`src/rtl/uart_tx_cfg.sv`:
```
// Configurable UART transmitter (5..9 data bits, 1/2 stop, optional parity under UART_TX_PARITY_EN) with a one-word holding register.
// Start bit leaves one cycle after an idle handshake; tx_ready drops while the holding register is full, so frames chain back-to-back.
module uart_tx_cfg #(
   parameter int CLK_FREQ  = 12_000_000,
   parameter int BAUD      = 115200,
   parameter int DATA_BITS = 8,
   parameter int STOP_BITS = 1,
   parameter int PARITY    = 0
) (
   input  logic                 clk,
   input  logic                 rst_n,
   input  logic [DATA_BITS-1:0] tx_data,
   input  logic                 tx_valid,
   output logic                 tx_ready,
   output logic                 tx_out,
   output logic                 tx_busy
);

   localparam int CLKS_PER_BIT = CLK_FREQ / BAUD;
   localparam int CNT_W        = (CLKS_PER_BIT < 2) ? 1 : $clog2(CLKS_PER_BIT);

   if (CLKS_PER_BIT < 2) begin : g_bad_baud
      $error("uart_tx_cfg: CLK_FREQ / BAUD must be at least 2");
   end
   if (DATA_BITS < 5 || DATA_BITS > 9) begin : g_bad_data
      $error("uart_tx_cfg: DATA_BITS must be 5..9");
   end
   if (STOP_BITS < 1 || STOP_BITS > 2) begin : g_bad_stop
      $error("uart_tx_cfg: STOP_BITS must be 1 or 2");
   end
   if (PARITY < 0 || PARITY > 2) begin : g_bad_parity
      $error("uart_tx_cfg: PARITY must be 0, 1 or 2");
   end

   typedef enum logic [2:0] {
      S_IDLE,
      S_START,
      S_DATA,
      S_PARITY,
      S_STOP
   } state_t;

   state_t                 r_state;
   logic [DATA_BITS-1:0]   r_hold;
   logic                   r_hold_full;
   logic [DATA_BITS-1:0]   r_shift;
   logic [CNT_W-1:0]       r_cnt;
   logic [3:0]             r_idx;
   logic                   r_tx_out;
   logic                   r_busy;

   logic                   w_bit_end;
   logic [DATA_BITS-1:0]   w_shift_nxt;

`ifdef UART_TX_PARITY_EN
   logic                   r_par;
   logic                   w_par_ld;

   // Parity is taken from the held word so it is ready before the data bits shift out.
   assign w_par_ld = (PARITY == 2) ? ~(^r_hold) : (^r_hold);
`endif

   assign w_bit_end   = (r_cnt == CNT_W'(CLKS_PER_BIT - 1));
   assign w_shift_nxt = r_shift >> 1;

   assign tx_ready = ~r_hold_full;
   assign tx_out   = r_tx_out;
   assign tx_busy  = r_busy;

   always_ff @(posedge clk or negedge rst_n) begin
      if (!rst_n) begin
         r_state     <= S_IDLE;
         r_hold      <= '0;
         r_hold_full <= 1'b0;
         r_shift     <= '0;
         r_cnt       <= '0;
         r_idx       <= '0;
         r_tx_out    <= 1'b1;
         r_busy      <= 1'b0;
`ifdef UART_TX_PARITY_EN
         r_par       <= 1'b0;
`endif
      end else begin
         if (tx_valid && !r_hold_full) begin
            r_hold      <= tx_data;
            r_hold_full <= 1'b1;
         end

         if (r_state != S_IDLE) begin
            r_cnt <= w_bit_end ? '0 : r_cnt + CNT_W'(1);
         end

         case (r_state)
            S_IDLE: begin
               r_tx_out <= 1'b1;
               r_busy   <= 1'b0;
               if (r_hold_full) begin
                  r_state     <= S_START;
                  r_shift     <= r_hold;
                  r_hold_full <= 1'b0;
                  r_cnt       <= '0;
                  r_tx_out    <= 1'b0;
                  r_busy      <= 1'b1;
`ifdef UART_TX_PARITY_EN
                  r_par       <= w_par_ld;
`endif
               end
            end

            S_START: begin
               if (w_bit_end) begin
                  r_state  <= S_DATA;
                  r_idx    <= '0;
                  r_tx_out <= r_shift[0];
               end
            end

            S_DATA: begin
               if (w_bit_end) begin
                  if (r_idx == 4'(DATA_BITS - 1)) begin
                     r_idx <= '0;
`ifdef UART_TX_PARITY_EN
                     if (PARITY != 0) begin
                        r_state  <= S_PARITY;
                        r_tx_out <= r_par;
                     end else begin
                        r_state  <= S_STOP;
                        r_tx_out <= 1'b1;
                     end
`else
                     r_state  <= S_STOP;
                     r_tx_out <= 1'b1;
`endif
                  end else begin
                     r_idx    <= r_idx + 4'd1;
                     r_shift  <= w_shift_nxt;
                     r_tx_out <= w_shift_nxt[0];
                  end
               end
            end

`ifdef UART_TX_PARITY_EN
            S_PARITY: begin
               if (w_bit_end) begin
                  r_state  <= S_STOP;
                  r_idx    <= '0;
                  r_tx_out <= 1'b1;
               end
            end
`endif

            S_STOP: begin
               if (w_bit_end) begin
                  if (r_idx == 4'(STOP_BITS - 1)) begin
                     r_idx <= '0;
                     // A word waiting in the holding register starts immediately, no idle cycle.
                     if (r_hold_full) begin
                        r_state     <= S_START;
                        r_shift     <= r_hold;
                        r_hold_full <= 1'b0;
                        r_tx_out    <= 1'b0;
`ifdef UART_TX_PARITY_EN
                        r_par       <= w_par_ld;
`endif
                     end else begin
                        r_state  <= S_IDLE;
                        r_tx_out <= 1'b1;
                        r_busy   <= 1'b0;
                     end
                  end else begin
                     r_idx <= r_idx + 4'd1;
                  end
               end
            end

            default: begin
               r_state  <= S_IDLE;
               r_tx_out <= 1'b1;
               r_busy   <= 1'b0;
            end
         endcase
      end
   end

endmodule

```
`config.mk`:
```
export PLATFORM = sky130hd
export DESIGN_NAME = uart_tx_cfg
export DESIGN_NICKNAME = d
export VERILOG_FILES = /design/src/rtl/uart_tx_cfg.sv
export SDC_FILE = /design/constraint.sdc
export NUM_CORES = 1
export LEC_CHECK = 0
export ABC_AREA = 0
export CAP_MARGIN = 20
export CORE_ASPECT_RATIO = 1.75
export CORE_MARGIN = 8
export CORE_UTILIZATION = 55
export CTS_CLUSTER_DIAMETER = 200
export DETAILED_ROUTE_END_ITERATION = 8
export PLACE_DENSITY = 0.76
export SYNTH_ARGS = -nofsm -noshare
export SYNTH_HDL_FRONTEND = slang
export SYNTH_SLANG_ARGS = --single-unit
```
`constraint.sdc`:
```
create_clock -name clk -period 5.4 [get_ports clk]
set_clock_uncertainty 0.05 [all_clocks]
set_input_delay 0.81 -clock clk [delete_from_list [all_inputs] [get_ports clk]]
set_output_delay 0.81 -clock clk [all_outputs]
set_load 0.1 [all_outputs]
```
==> qor.csv <==
metric,value,unit
layout_min_cycle_time,2.95,ns
num_rows,27,
synthTopCellsByArea,"dfrtp_1 46%, mux2_2 15%, nand2_1 2.6%",
period_share,0.547,
ys_seq_area_frac,0.476,
die-area,5280,um^2
synth_nets,174,
post_cts_buffers,0,
total_power,0.904,mW
regToRegSetupSlack,3.05,ns
fmax,339,MHz
worst_slew_pin_slew,0.971,ns
via_per_inst,5.89,
die_y,90.3,um
drt_iter0_markers,55,
port_buffers,13,
worst-path-max-fanout,8,
drv_slew,0,
vias,1284,
cpPeakStageDelay,1.16,ns
cts_inserted_buffers,5,
dp_hpwl,2.62,mm
synth.most_common_cell,dfrtp_1,
clk_pin_slew,0.06,ns
rsz0062_at_grt,no,
hold_violations,0,
synth_area,1740,um^2
synth_cell_types,43,
coreArea,3070,um^2
synthCells,160,
cts_hold_buf,0,
yosys.area.top_type_share,0.461,
wire_per_inst,16.7,um
syn_avg_cell_area,10.9,um^2
ys_seq_elements,33,
die_w,58.5,um
crit_chain,"inv_1, clkdlybuf4s50_1",
relSlewSlack,0.350,
yosys_warnings,0,
nets,188,
synth_edf_count,0,
clock_latency,0.29,ns
reg2reg_from,r_cnt[1],
cts.path.max_buffers,2,
wirelength,3.64,mm
grt_pass1_vias,1413,
antenna_found_initial,0,
max-vdd-ir-drop,302,uV
clock_sinks,33,
ctsResizeCount,0,
cp.required,4.54,ns
drtPass1Iterations,4,
utilization,0.645,
ys.flop_type,dfrtp_1,
grt_overflow,0,
start_util,0.565,
max_cap_viol_count,0,
drive_gt1_frac,0.211,
io_pins,14,
worst_slack,2.45,ns
start_kind,register,
place_ws,2.77,ns
status,finished clean,
antenna_cells,0,
r2r-end,r_shift[0],
root_buffer,clkbuf_8,
crit_path_end_kind,output port,
area_growth,14.1,%
hold_path_depth,2,
criticalPathCategory,register to output port,
tns,0,ns
worst_path_max_delay_cell,clkdlybuf4s50_1,
synth.largest_area_cell,dfrtp_1,
worstHoldEndpoint,tx_out,
grt_pass1_wl,6.50,mm
ant_nets,0,
cp.arrival,2.09,ns
synth-async-reset-ratio,1.00,
gp_congestion,0.874,
finalSetupViolCount,0,
hp-start,tx_out,
cts_tree,yes,
hold_path.class,register to register,
synth_commonest_cells,"32 x dfrtp_1, 23 x mux2_2, 12 x nand2_1",
htreeDepth,2,
grt_max_degree,34,
grt_use_total,0.158,
p_leak,0.819,nW
drc,0,
reg2regPathDepth,5,
powerDensity,456,nW/um^2
-- cell usage in the layout, fill, tap and decap left out, drive strengths merged, types with 2 or more instances in the layout --
cell | synthesis | layout
dfrtp | 32 | 32
mux2 | 23 | 23
clkdlybuf4s50 | 0 | 13
nand2 | 12 | 12
o21ai | 8 | 8
nor2 | 7 | 7
clkbuf | 4 | 7
inv | 6 | 6
a21oi | 6 | 6
nand3 | 5 | 5
nor3 | 4 | 4
nand2b | 4 | 4
and3 | 4 | 4
nor2b | 3 | 3
ha | 3 | 3
or3b | 3 | 3
nor3b | 2 | 2
a211oi | 2 | 2
a31oi | 2 | 2
o21a | 2 | 2
a22oi | 2 | 2
a22o | 2 | 2
mux2i | 2 | 2
buf | 4 | 2
-- power by group --
group	switching (mW)	total [mW]	internal [mW]
clock	0.0897	0.180	0.0904
sequential	0.0754	0.420	0.345
combinational	0.165	0.304	0.139
-- area by class of cell --
class / instances / area (um^2)
inverter: 6 / 22.5
clock inverter: 1 / 5.00
fill: 250 / 1090
tap: 43 / 53.8
clock buffer: 7 / 76.3
timing repair buffer: 15 / 145
multi-input combinational: 113 / 852
sequential: 33 / 827
-- flip-flops by register name, summed over array words and instances, names as in the netlist --
name / cells
r_cnt: 7
r_hold: 8
r_hold_full: 1
r_idx: 4
r_shift: 8
r_state: 3
tx_busy: 1
tx_out: 1
-- kinds of logic (layout without fill, tap and decap cells) --
logic type	after synthesis	in the layout	share of synthesized area
muxes	25	25	0.161
DFF	33	33	0.476
adders and majority gates	3	3	0.0216
buffers and inverters	14	29	0.0331
xor gates and xnor gates	2	2	0.0101
and+or+nand+nor	49	49	0.155
AOI/OAI and AO/OA	34	34	0.143
-- worst max path at each step --
| stage | start | to | slack [ns] | cells after the start |
|---|---|---|---|---|
| global route | r_hold_full | tx_ready | 2.39 | 2 |
| finish | r_hold_full | tx_ready | 2.45 | 2 |
| global placement | r_hold_full | tx_ready | 2.78 | 2 |
| detailed placement | r_hold_full | tx_ready | 2.77 | 2 |
| CTS | r_hold_full | tx_ready | 2.45 | 2 |
| floorplan | r_idx[0] | r_shift[0] | 3.31 | 6 |
-- layer usage --
layer,global-route usage,part of all wire
met4,0.0947,0.027
met5,0,0
met2,0.276,0.55
met3,0.0399,0.041
met1,0.159,0.38
-- per-stage QoR --
| stage | std cells | instance area [um^2] | hold WS, ns |
|---|---|---|---|
| detailed placement | 210 | 1900 | 0.428 |
| global placement | 210 | 1900 | 0.423 |
| floorplan | 160 | 1740 | 0.423 |
| global route | 218 | 1980 | 0.468 |
| CTS | 218 | 1980 | 0.438 |
| finish | 218 | 1980 | 0.431 |
-- worst max-delay path, delay by kind of cell, from the launching register on --
kind	cells	cell delay, ns
buf+inv	2	1.33
flops	1	0.47
No activity file was read; power rests on OpenSTA's default activity.
